==> src/rtl/serial_sub_pkg.sv <==
// Shared definitions for the bit-serial subtractor: FSM state encoding and
// the default operand width.
package serial_sub_pkg;

  // Default operand/result width.
  localparam int SERIAL_SUB_N_DEF = 8;

  // Controller states, 2-bit encoding.
  typedef enum logic [1:0] {
    ST_IDLE  = 2'd0,
    ST_SHIFT = 2'd1,
    ST_DONE  = 2'd2
  } state_t;

endpackage : serial_sub_pkg

==> src/rtl/serial_sub_fs_structural.sv <==
// 1-bit full subtractor built from gate primitives.
//   dbit = x ^ y ^ bin
//   bout = (~x & y) | (~(x ^ y) & bin)
module fs_structural (
  input  logic x,
  input  logic y,
  input  logic bin,
  output logic dbit,
  output logic bout
);

  logic x_xor_y;
  logic x_n;
  logic xnor_xy;
  logic borrow_gen;
  logic borrow_prop;

  xor g_xor0 (x_xor_y, x, y);
  xor g_xor1 (dbit, x_xor_y, bin);
  not g_not0 (x_n, x);
  and g_and0 (borrow_gen, x_n, y);
  not g_not1 (xnor_xy, x_xor_y);
  and g_and1 (borrow_prop, xnor_xy, bin);
  or  g_or0  (bout, borrow_gen, borrow_prop);

endmodule : fs_structural

==> src/rtl/serial_subtractor.sv <==
// Bit-serial N-bit subtractor: d = x - y - bin, one bit per clock, LSB first,
// through a single full-subtractor cell with a registered borrow.
// Optional signed-overflow output enabled by defining SERIAL_SUB_OVF_EN.
module serial_subtractor
  import serial_sub_pkg::*;
#(
  parameter int N = SERIAL_SUB_N_DEF
) (
  input  logic         clk,
  input  logic         rst_n,
  input  logic         start,
  input  logic [N-1:0] x,
  input  logic [N-1:0] y,
  input  logic         bin,
  output logic         busy,
  output logic         done,
  output logic [N-1:0] d,
  output logic         bout
`ifdef SERIAL_SUB_OVF_EN
  ,
  output logic         ovf
`endif
);

  localparam int            CW       = (N > 1) ? $clog2(N) : 1;
  localparam logic [CW-1:0] CNT_LAST = CW'(N - 1);

  state_t         state_q;
  state_t         state_d;
  logic [N-1:0]   xr;
  logic [N-1:0]   yr;
  logic [N-1:0]   dr;
  logic           br;
  logic [CW-1:0]  cnt;
  logic           dbit;
  logic           bnext;
  logic           last_step;

`ifdef SERIAL_SUB_OVF_EN
  logic           x_msb;
  logic           y_msb;
`endif

  // Single shared subtractor cell working on the current LSBs and borrow.
  fs_structural u_fs (
    .x    (xr[0]),
    .y    (yr[0]),
    .bin  (br),
    .dbit (dbit),
    .bout (bnext)
  );

  assign last_step = (state_q == ST_SHIFT) && (cnt == CNT_LAST);

  // State register.
  // NOTE: sequential state uses non-blocking assignments so every flop
  // samples pre-edge values, independent of statement order.
  always_ff @(posedge clk or negedge rst_n) begin
    if (!rst_n) state_q <= ST_IDLE;
    else        state_q <= state_d;
  end

  // Next-state logic.
  // NOTE: state_d gets a default before the case so no path leaves it
  // unassigned, which would otherwise infer a latch.
  always_comb begin
    state_d = state_q;
    unique case (state_q)
      ST_IDLE:  if (start) state_d = ST_SHIFT;
      ST_SHIFT: if (cnt == CNT_LAST) state_d = ST_DONE;
      ST_DONE:  state_d = ST_IDLE;
      default:  state_d = ST_IDLE;
    endcase
  end

  // Operand load, bit-serial shift and result capture on the final step.
  // NOTE: every datapath register, results included, is cleared by reset so
  // no stale value from an aborted operation is ever visible.
  always_ff @(posedge clk or negedge rst_n) begin
    if (!rst_n) begin
      xr   <= '0;
      yr   <= '0;
      dr   <= '0;
      br   <= 1'b0;
      cnt  <= '0;
      d    <= '0;
      bout <= 1'b0;
`ifdef SERIAL_SUB_OVF_EN
      x_msb <= 1'b0;
      y_msb <= 1'b0;
      ovf   <= 1'b0;
`endif
    end else begin
      unique case (state_q)
        ST_IDLE: begin
          if (start) begin
            xr  <= x;
            yr  <= y;
            br  <= bin;
            cnt <= '0;
`ifdef SERIAL_SUB_OVF_EN
            x_msb <= x[N-1];
            y_msb <= y[N-1];
`endif
          end
        end
        ST_SHIFT: begin
          dr <= {dbit, dr[N-1:1]};
          xr <= {1'b0, xr[N-1:1]};
          yr <= {1'b0, yr[N-1:1]};
          br <= bnext;
          // Counter stops at N-1 instead of wrapping.
          if (!last_step) cnt <= cnt + 1'b1;
          if (last_step) begin
            d    <= {dbit, dr[N-1:1]};
            bout <= bnext;
`ifdef SERIAL_SUB_OVF_EN
            ovf  <= (x_msb != y_msb) && (dbit != x_msb);
`endif
          end
        end
        default: ;
      endcase
    end
  end

  // Handshake outputs decoded from the state.
  assign busy = (state_q != ST_IDLE);
  assign done = (state_q == ST_DONE);

endmodule : serial_subtractor

==> config.mk <==
export PLATFORM = sky130hd
export DESIGN_NAME = serial_subtractor
export DESIGN_NICKNAME = d
export VERILOG_FILES = /design/src/rtl/serial_sub_pkg.sv /design/src/rtl/serial_sub_fs_structural.sv /design/src/rtl/serial_subtractor.sv
export SDC_FILE = /design/constraint.sdc
export NUM_CORES = 1
export LEC_CHECK = 0
export ABC_CLOCK_PERIOD_IN_PS = 1400
export BUFFER_PORTS_ARGS = -buffer_cell sky130_fd_sc_hd__buf_4
export CAP_MARGIN = 20
export CORE_UTILIZATION = 43
export DETAILED_ROUTE_END_ITERATION = 8
export GPL_TIMING_DRIVEN = 1
export PLACE_DENSITY = 0.67
export RECOVER_POWER = 100
export SYNTH_ARGS = -nofsm -noshare
export SYNTH_HDL_FRONTEND = slang
export SYNTH_HIERARCHICAL = 1
export SYNTH_SLANG_ARGS = --single-unit
export TNS_END_PERCENT = 30
==> constraint.sdc <==
create_clock -name clk -period 1.4 [get_ports clk]
set_input_delay 0.28 -clock clk [delete_from_list [all_inputs] [get_ports clk]]
set_output_delay 0.28 -clock clk [all_outputs]
set_load 0.005 [all_outputs]
Word-level counts from Yosys, hierarchy flattened
Cells that the tools add are included.

Register bits: 39. Bits of input ports: 20. Logic and storage cells: 42.

$add $sub $neg: 1. Eq/ne operators: 6. Mux-type cells: 12. Bitwise logic cells: 7. Reduce and logical (&&, ||, !) cells: 8.

Operator list (number): 8-bit case mux with 2 select lines (2); 8-bit two-way mux (2); 3-bit two-way mux (2); 3-bit case mux with 2 select lines (1); 2-bit AND reduction (3); 2-bit two-way mux (2); 2-bit != test, second input constant (2); 2-bit case mux with 2 select lines (1); 2-bit nonzero test (2); 3-bit by 1-bit adder with 3-bit output, second input constant (1); 3-bit equality test, second input constant (1); 3-bit AND reduction (1); 1-bit AND (2); 2-bit by 1-bit equality test with 1-bit output, second input constant (1); 2-bit equality test, second input constant (1); 2-bit zero test (1); 2-bit by 1-bit != test with 1-bit output, second input constant (1); 1-bit inverter (2); 1-bit case mux with 2 select lines (1); 1-bit bitwise XOR (2); 1-bit logical AND (1); 1-bit two-way mux (1); 1-bit OR (1).

Depth between registers and ports, before layout
Gate-level depths: netlist of run 1.

Word-level depth: 5. Mapped depth: 6. Mapped depth without buffers: 5.

Cells and area by module
The synthesis of run 1 kept the hierarchy.

By module, submodules not included: serial_subtractor (cells an instance 157, instances 1, area an instance 1640.3 µm², seq. area each 950.9 µm²); fs_structural (cells an instance 4, instances 1, area an instance 31.3 µm², seq. area each 0.0 µm²).

Worst setup path after synthesis of run 1
Ideal clock, no wire load.

Kind: register to register. Start: register cnt[0]. End: register bout. Clock period less this slack: 1457 ps. Path buffers: 1. Library setup time: 125 ps. Cell stages (with the launch flop): 6. Setup slack: -57 ps. Arrival: 1333 ps. Cells stage by stage: dfrtp_1 > ha_1 > ha_1 > buf_2 > nand2_4 > mux2_2.

Longest elaborated chain between the ends: 3.

RTL lines: start, declared (line serial_subtractor.sv:34) `logic [CW-1:0] cnt;`; start signal, assigned (line serial_subtractor.sv:113) `if (!last_step) cnt <= cnt + 1'b1;`; 3-bit equality test (line serial_subtractor.sv:53) `assign last_step = (state_q == ST_SHIFT) && (cnt == CNT_LAST);`; 1-bit logical AND (line serial_subtractor.sv:53); 2-bit AND reduction (no line); end signal, assigned (line serial_subtractor.sv:116) `bout <= bnext;`; end, declared (line serial_subtractor.sv:18) `output logic bout`.

Every way passes these cells. A chain may end at the register's enable or synchronous reset.

Final worst setup path of run 1
Start: register cnt[1]. End: register state_q[0].

Longest elaborated chain between the ends: 3.

RTL lines: 3-bit equality test (line serial_subtractor.sv:70) `ST_SHIFT: if (cnt == CNT_LAST) state_d = ST_DONE;`; 2-bit by 1-bit != test with 1-bit output (no line); 2-bit AND reduction (no line); end signal, assigned (line serial_subtractor.sv:60) `else state_q <= state_d;`; end, declared (line serial_subtractor.sv:28) `state_t state_q;`.

Every way passes these cells.

==> results of run 1 <==
[per-layer routing]
| metal | part of all wire [%] | track usage, % | routed length, um |
|---|---|---|---|
| met2 | 51 | 31.8 | 1790 |
| met4 | 1.5 | 5.83 | 53 |
| met3 | 5.4 | 5.89 | 193 |
| met1 | 42 | 24.7 | 1500 |
| met5 | 0 | 0 | 0 |
[layout by cell type, fill, tap and decap left out, drive strengths merged]
cell type    count
dfrtp           38
dlygate4sd3      1
fa               1
nor2b            1
nor2             3
o21ai           10
a21oi           17
buf             34
ha               2
bufinv           2
inv              6
clkinv           1
nor3             1
nand2           26
or2b             2
mux2             9
clkbuf          15
a22oi            2
nand2b           1
and2b            1
o22ai           30
[path summary, 6_finish.rpt]
check	end	slack, ps	cells past startpoint
worst max-delay path	state_q[0]	40	5
worst min-delay path	yr[7]	240	3
worst max register to register	state_q[0]	40	5
worst min register to register	dr[1]	500	2
max in group asynchronous	state_q[1]	210	2
min in group asynchronous	d[2]	620	2
[state kept, by name, indices dropped and copies added (netlist names)]
name     count
cnt          3
yr           8
br           1
xr           8
state_q      2
d            8
bout         1
dr           7
[cells in the mapped netlist (all sizes together)]
master	n
and2b	1
fa	1
dfrtp	38
mux2	9
o22ai	30
inv	6
nor2b	1
o21ai	10
or2b	2
a21oi	17
nand2b	1
clkbuf	3
ha	2
nor2	3
buf	8
nand2	26
nor3	1
a22oi	2
[cell families after synthesis]
family	synth area share (%)
and+or+nand+nor	9.36
buffers and inverters	4.79
AOI/OAI and AO/OA	20.2
muxes	6.06
adders and majority gates	2.69
DFF	56.9
[worst max-delay path, cell delays in order, from the launching register on]
cell	delay, ps
dfrtp_1	390
ha_2	200
ha_4	180
buf_4	160
or2b_1	240
a21oi_2	130
[what timing repair did]
item	4_1_cts	5_1_grt
pin swaps	0	2
endpoints found under the hold margin	38	0
hold buffers	1	0
resized for setup	3	7
endpoints found under the setup margin	15	7
setup buffers	1	0
[metrics by stage]
stage	setup WS (ps)	hold WS, ps	cells	power, mW
6_report	39.8	244	251	4.85
5_1_grt	-8.57	257	251	5.24
4_1_cts	22.1	238	251	4.82
3_5_place_dp	-120	270	241	3.68
3_3_place_gp	24.7	264	241	3.57
2_1_floorplan	5.66	-15.6	161	3.00
[report_power, final]
group          switching, mW  total (mW)  internal [mW]
logic                  0.873        1.79          0.919
registers              0.362        1.95           1.59
clock network          0.396        1.11          0.714
total                   1.63        4.85           3.22
[cell type report]
cell class                 count  area, um2  area share [%]
multi-input combinational    106        689            31.2
timing repair buffer          45        347            15.7
inverter                       6       22.5            1.02
sequential                    38        952            43.1
clock buffer                   5       68.8            3.12
tap                           48       60.1            2.72
clock inverter                 3       68.8            3.12
==> flow_metrics.env, run 1 <==
export IMPL_io_pins=31
export IMPL_track_usage_pct=19.5
export IMPL_postSynthCellCount=161
export IMPL_drt_wirelength_per_cell_um=14.1
export IMPL_finalCritPeriodShare_pct=97.2
export IMPL_fin_nets=225
export IMPL_stdcell_area_mm2=0.00221
export IMPL_clock_sinks=38
export IMPL_worst_ep_required_time_ps=1630
export IMPL_routed_via_density=5.53
export IMPL_antenna_cells=0
export IMPL_start_util_pct=45.3
export IMPL_hold_viol_final=0
export IMPL_grt_max_degree=39
export IMPL_io_buffer_count=30
export IMPL_worstSetupPathType="reg -> reg"
export IMPL_coreArea_mm2=0.00369
export IMPL_die_w_um=64.4
export IMPL_cp_startpoint="cnt[1]"
export IMPL_fmax_ghz=0.735
export IMPL_synth_area_top_cells="dfrtp_1 (57%), o22ai_1 (11%), mux2_2 (6.1%)"
export IMPL_final_core_util_pct=59.9
export IMPL_clockBufferDepth=2
export IMPL_first_global_vias=1335
export IMPL_synth_top_cell_by_area="dfrtp_1"
export IMPL_num_rows=22
export IMPL_period_needed_ps=1360
export IMPL_place_gp_congestion=0.747
export IMPL_drive_above_1_share_pct=34.5
export IMPL_drv_cap=0
export IMPL_grt_pass1_wl_mm=6.09
export IMPL_initialDrtViolationCount=62
export IMPL_netlist_area_leader_share_pct=56.9
export IMPL_drcViolationCount=0
export IMPL_final_max_slew_violation_count=0
export IMPL_vias=1389
export IMPL_ant_nets=0
export IMPL_cts_root_buf="clkbuf_8"
export IMPL_setup_viol=0
export IMPL_maxSlewHeadroom_pct=45.3
export IMPL_worst_pin_slew_ps=820
export IMPL_vdd_drop_max_mv=0.926
export IMPL_outcome="finished clean"
export IMPL_fin_skew_ps=6.23
export IMPL_hp_class="in -> reg"
export IMPL_ys_warn_count=6
export IMPL_overflow=0
export IMPL_setup_tns_ps=0
export IMPL_syn_to_final_growth_pct=32.1
export IMPL_cts_buffers=5
export IMPL_yosysUniqueCellTypes=21
export IMPL_p_leak_nw=1.03
export IMPL_antenna_found_initial=0
export IMPL_dp_hpwl_mm=2.53
export IMPL_end_kind="flop"
export IMPL_ys_seq_area_share_pct=56.9
export IMPL_die_h_um=64.4
export IMPL_dr_pass1_iters=4
export IMPL_ys_seq_elements=38
export IMPL_dieArea_mm2=0.00414
export IMPL_htree_num_levels=2
export IMPL_rsz0062_at_grt="yes"
export IMPL_worstHoldStart="y[7]"
export IMPL_fillCellCount=326
export IMPL_cp_max_fo=6
export IMPL_wl_mm=3.54
export IMPL_cp_start_kind="flop"
export IMPL_power_density_mw_per_mm2=2200
export IMPL_clk_pin_slew_ps=80
export IMPL_avgSynthCellArea_um2=10.4
export IMPL_regToRegStartpoint="cnt[1]"
export IMPL_clock_latency_ps=290
export IMPL_synth_cell_area_mm2=0.00167
export IMPL_arrival_ps=1590
export IMPL_tritoncts="built"
export IMPL_syn_num_nets=184
export IMPL_dpl_instance_area_mm2=0.00202
(Power assumes the default switching activity.)
==> inputs of run 2 (changes only) <==
- ABC_AREA: unset -> 1
- MAX_ROUTING_LAYER: unset -> met4
==> run 2 against run 1 <==
  * Critical path depth fell by 2
  * Clock power barely moved
  * Synthesized area rose by 3.9%
  * Synthesized cell count rose by 34%
  * Sequential power fell by 6%
  * Cell count rose by 22%
  * Maximum frequency fell by 1.4%
  * Clock skew fell by 0.62 ps
  * Critical path type is now reg -> out
  * Critical endpoint is now busy
==> flow_metrics.env, run 2 <==
export IMPL_power_internal_mw=3.09
export IMPL_syn_num_nets=239
export IMPL_syn_to_final_growth_pct=27.3
export IMPL_cp_max_fo=6
export IMPL_drive_above_1_share_pct=21.4
export IMPL_drcViolationCount=0
export IMPL_vdd_drop_max_mv=0.999
export IMPL_fillCellCount=350
export IMPL_coreArea_mm2=0.00377
export IMPL_outcome="finished clean"
export IMPL_drt_wirelength_per_cell_um=10.9
export IMPL_avgSynthCellArea_um2=8.04
export IMPL_ys_warn_count=6
export IMPL_cts_root_buf="clkbuf_8"
export IMPL_cts_buffers=5
export IMPL_multi_input_area_um2=661
export IMPL_max_stage_delay_ps=450
export IMPL_postSynthCellCount=216
export IMPL_drv_cap=0
export IMPL_synth_top_cell_by_area="dfrtp_1"
export IMPL_worst_pin_slew_ps=825
export IMPL_worst_ep_required_time_ps=1120
export IMPL_synth_most_common_cell="nand2_1"
export IMPL_clkPwrFrac_pct=22.8
export IMPL_tritoncts="built"
export IMPL_rsz0062_at_grt="yes"
export IMPL_place_gp_congestion=0.771
export IMPL_clk_pin_slew_ps=70
export IMPL_period_needed_ps=1380
export IMPL_track_usage_pct=19.0
export IMPL_yosys_top_cells_count="nand2_1 (106), dfrtp_1 (38), nand3_1 (20), inv_1 (16)"
export IMPL_cp_slowest_cell="dfrtp_2"
export IMPL_path_cells="nor2_2, inv_1, buf_4"
export IMPL_routed_via_density=4.66
export IMPL_io_buffer_count=30
export IMPL_arrival_ps=1100
export IMPL_setup_viol=0
export IMPL_async_flop_share_pct=100
export IMPL_synth_edf_count=0
export IMPL_hold_slack_ps=227
export IMPL_num_rows=22
export IMPL_ff_latch_area_um2=952
export IMPL_p_sw_share_pct=35.6
export IMPL_cp_start_kind="flop"
export IMPL_yosysUniqueCellTypes=17
export IMPL_dp_hpwl_mm=2.28
export IMPL_synth_cell_area_mm2=0.00174
export IMPL_fin_nets=279
export IMPL_start_util_pct=46.1
export IMPL_grt_pass1_wl_mm=6.06
export IMPL_initialDrtViolationCount=57
export IMPL_antenna_found_initial=0
export IMPL_dr_pass1_iters=4
export IMPL_end_kind="primary output"
export IMPL_setup_tns_ps=0
export IMPL_clock_sinks=38
export IMPL_pwr_share_comb_pct=39.0
export IMPL_clockBufferDepth=2
export IMPL_finalCritPeriodShare_pct=98.5
export IMPL_ys_seq_area_share_pct=54.8
export IMPL_worstSetupPathType="reg -> out"
export IMPL_synth_flop_cell="dfrtp_1"
export IMPL_antenna_cells=0
export IMPL_p_leak_nw=1.23
export IMPL_synth_area_top_cells="dfrtp_1 (55%), nand2_1 (23%), nand3_1 (5.8%)"
export IMPL_netlist_area_leader_share_pct=54.8
export IMPL_dieArea_mm2=0.00430
export IMPL_ant_nets=0
export IMPL_reg_top3="d x8, xr x8, yr x8"
export IMPL_final_max_slew_violation_count=0
export IMPL_die_h_um=65.6
export IMPL_hp_class="in -> reg"
export IMPL_maxSlewHeadroom_pct=45.0
export IMPL_power_density_mw_per_mm2=2170
export IMPL_grt_max_degree=39
export IMPL_first_global_vias=1399
export IMPL_hold_viol_final=0
export IMPL_seqPwrFrac_pct=38.2
export IMPL_netSwitchingPower_mw=1.71
export IMPL_die_w_um=65.6
export IMPL_wl_mm=3.31
export IMPL_vias=1422
export IMPL_io_pins=31
export IMPL_htree_num_levels=2
export IMPL_fin_skew_ps=5.60
export IMPL_clock_latency_ps=280
export IMPL_dpl_cell_count=295
export IMPL_final_cell_mix="nand2_1 (107), dfrtp_1 (37), buf_4 (29)"
export IMPL_overflow=0
export IMPL_final_common_cell="nand2_1"
export IMPL_fmax_ghz=0.725
export IMPL_final_cells=305
export IMPL_ys_seq_elements=38
==> run 2: cell types whose count changed after synthesis, moves of 7 or more <==
cell | previous run | this run
a21oi_1 | 17 | 0
inv_1 | 5 | 16
mux2_2 | 9 | 0
nand2_1 | 25 | 106
nand3_1 | 0 | 20
o21ai_1 | 0 | 7
o22ai_1 | 30 | 0
==> run 2: power by group through the flow <==
stage,sequential (mW),combinational (mW),clock [mW]
finish,1.83,1.87,1.09
global route,1.89,2.21,1.18
floorplan,1.80,1.29,0
global placement,1.83,1.85,0
detailed placement,1.84,1.89,0
CTS,1.84,1.92,1.12
==> run 2: final timing paths <==
check	startpoint	endpoint	slack [ps]	depth (start not counted)
min	x[7]	xr[7]	230	3
max	state_q[0]	busy	20	3
max reg2reg	state_q[0]	xr[5]	60	5
min reg2reg	dr[1]	d[0]	470	2
max in group asynchronous	rst_n	state_q[0]	200	2
min in group asynchronous	rst_n	cnt[2]	640	2
==> run 2: critical path, delay by kind of cell, from the launching register on <==
kind	cells	cell delay, ps
AND/OR/NAND/NOR	1	180
flip-flops	1	450
buffers and inverters	2	190
==> run 2: repair_timing <==
item | 4_1_cts | 5_1_grt
endpoints found under the hold margin | 38 | 0
gates resized for setup | 3 | 3
hold buffers | 1 | 0
buffers inserted | 1 | 0
setup endpoints to repair | 2 | 3
==> run 2: cells by family after synthesis <==
| family | after synthesis | synth area share (%) |
|---|---|---|
| AOI/OAI and AO/OA | 15 | 4.54 |
| adders and majority gates | 3 | 2.59 |
| buffers and inverters | 27 | 7.35 |
| DFF | 38 | 54.8 |
| and+or+nand+nor | 133 | 30.8 |
==> run 2: area by class of cell <==
cell class	count	share of cell area, %
repair buffers	43	15.2
clock buffers	5	3.11
flip-flops and latches	38	43.1
well taps	48	2.72
multi-input cells	151	29.9
inverters	17	2.89
clock inverters	3	3.11
==> run 2: through the flow <==
step / area (um2) / utilization, % / power (mW) / setup WS, ps
6_report: 2210 / 58.6 / 4.80 / 20.8
5_1_grt: 2210 / 58.6 / 5.28 / -47.3
4_1_cts: 2210 / 58.7 / 4.88 / 5.96
3_5_place_dp: 2050 / 54.4 / 3.74 / 136
3_3_place_gp: 2050 / 54.4 / 3.67 / 176
2_1_floorplan: 1740 / - / 3.09 / 143
==> run 2: layer usage <==
metal | vias up | global-route usage, % | wire (um)
li1 | 747 | - | -
met1 | 648 | 24.6 | 1620
met2 | 22 | 29.8 | 1550
met3 | 5 | 3.13 | 92
met4 | 0 | 7.61 | 49
met5 | - | - | 0
==> inputs of run 3 (changes only) <==
- SETUP_SLACK_MARGIN: unset -> 0.1
==> run 3 against run 2 <==
  * Non-clock buffer count increased by 9
  * Die area unchanged
  * Global-route usage increased by 0.34 points
  * Register-to-register slack improved by 60 ps
  * Cell count increased by 3.0%
  * Critical path depth unchanged
  * First-iteration DRC count decreased by 11%
  * Via count increased by 3.5%
  * Wire length increased by 8.4%
==> flow_metrics.env, run 3 (synthesis results as in run 2) <==
export IMPL_hp_class="in -> reg"
export IMPL_vdd_drop_max_mv=1.08
export IMPL_die_h_um=65.6
export IMPL_dr_pass1_iters=4
export IMPL_regToRegStartpoint="state_q[0]"
export IMPL_multi_input_area_um2=702
export IMPL_worst_ep_required_time_ps=1120
export IMPL_die_w_um=65.6
export IMPL_setup_viol=0
export IMPL_max_stage_delay_ps=440
export IMPL_grt_max_degree=39
export IMPL_timing_rr_end="d[1]"
export IMPL_dpl_instance_area_mm2=0.00205
export IMPL_drv_cap=0
export IMPL_arrival_ps=1060
export IMPL_power_density_mw_per_mm2=2170
export IMPL_clk_pin_slew_ps=70
export IMPL_dieArea_mm2=0.00430
export IMPL_antenna_found_initial=0
export IMPL_end_kind="primary output"
export IMPL_drcViolationCount=0
export IMPL_antenna_cells=0
export IMPL_worstSetupPathType="reg -> out"
export IMPL_worst_pin_slew_ps=469
export IMPL_grt_pass1_wl_mm=6.15
export IMPL_ant_nets=0
export IMPL_dpl_cell_count=295
export IMPL_num_rows=22
export IMPL_stdcell_area_mm2=0.00234
export IMPL_cp_slowest_cell="dfrtp_2"
export IMPL_fmax_ghz=0.745
export IMPL_fillCellCount=333
export IMPL_setup_worst_path_end="done"
export IMPL_final_common_cell="nand2_1"
export IMPL_routed_via_density=4.69
export IMPL_finalPower_mw=5.09
export IMPL_p_leak_nw=1.29
export IMPL_clock_sinks=38
export IMPL_finalCritPeriodShare_pct=95.9
export IMPL_vias=1472
export IMPL_cp_start_kind="flop"
export IMPL_rsz0062_at_grt="yes"
export IMPL_clock_latency_ps=280
export IMPL_dp_hpwl_mm=2.28
export IMPL_period_needed_ps=1340
export IMPL_path_cells="buf_6, nor2_2, buf_4"
export IMPL_ff_latch_area_um2=953
export IMPL_maxSlewHeadroom_pct=68.8
export IMPL_drt_wirelength_per_cell_um=11.4
export IMPL_clockBufferDepth=2
export IMPL_final_cell_mix="nand2_1 (101), dfrtp_1 (36), buf_4 (30)"
export IMPL_place_gp_congestion=0.771
export IMPL_setup_tns_ps=0
export IMPL_initialDrtViolationCount=51
export IMPL_cts_root_buf="clkbuf_8"
export IMPL_final_max_slew_violation_count=0
export IMPL_regToRegSetupSlack_ps=120
export IMPL_tritoncts="built"
export IMPL_drive_above_1_share_pct=27.8
export IMPL_io_pins=31
export IMPL_htree_num_levels=2
export IMPL_hold_viol_final=0
export IMPL_cts_buffers=5
export IMPL_syn_to_final_growth_pct=34.8
export IMPL_overflow=0
export IMPL_wl_mm=3.59
export IMPL_start_util_pct=46.1
export IMPL_io_buffer_count=30
export IMPL_first_global_vias=1405
export IMPL_hold_slack_ps=225
export IMPL_cp_max_fo=6
export IMPL_cp_startpoint="state_q[0]"
export IMPL_final_cells=314
export IMPL_track_usage_pct=19.4
export IMPL_coreArea_mm2=0.00377
export IMPL_fin_nets=288
export IMPL_reg2reg_depth=7
export IMPL_outcome="finished clean"
export IMPL_reg_top3="d x8, xr x8, yr x8"
export IMPL_fin_skew_ps=5.46
run 3: worst min path at each step:
stage | depth (start not counted) | slack (ps) | endpoint | start
final | 3 | 230 | xr[7] | x[7]
after global routing | 3 | 240 | xr[7] | x[7]
after CTS | 3 | 220 | xr[7] | x[7]
after detailed placement | 1 | 270 | d[2] | rst_n
after global placement | 1 | 270 | d[2] | rst_n
after floorplan | 0 | -20 | bout | rst_n
run 3: area by class of cell:
type,count,share of cell area (%)
Clock buffer,5,2.94
Clock inverter,3,2.94
Inverter,17,2.83
Multi-Input combinational cell,151,30.0
Sequential cell,38,40.7
Tap cell,48,2.57
Timing Repair Buffer,52,18.0
run 3: metrics by stage:
step | utilization [%] | setup WS, ps
after floorplan | - | 143
after global placement | 54.4 | 176
after detailed placement | 54.4 | 136
after CTS | 59.7 | 49.6
after global routing | 62.1 | 14.5
final | 62.1 | 56.9
run 3: repair_timing:
item / in CTS / in global routing
gates cloned: 0 / 3
endpoints found under the hold margin: 38 / 0
gates resized for setup: 7 / 23
pin swaps: 0 / 3
hold buffers: 1 / 0
endpoints found under the setup margin: 2 / 38
setup buffers: 4 / 3
run 3: routing by layer:
layer,track usage (%),part of all wire [%],vias up
met5,-,0,-
met4,8.70,2.4,0
met3,3.13,4.4,7
met2,30.0,47,34
met1,25.0,46,663
li1,-,-,768
run 3: power breakdown:
| part | internal [mW] | total, mW | leakage, nW | switching, mW |
|---|---|---|---|---|
| combinational | 0.969 | 2.15 | 0.739 | 1.19 |
| sequential | 1.57 | 1.84 | 0.482 | 0.266 |
| clock | 0.714 | 1.10 | 0.0683 | 0.385 |
| total | 3.25 | 5.09 | 1.29 | 1.84 |
run 3: critical path, delay by kind of cell, from the launching register on:
| family | cells | cell delay (ps) |
|---|---|---|
| buffers and inverters | 2 | 240 |
| DFF | 1 | 440 |
| and+or+nand+nor | 1 | 90 |
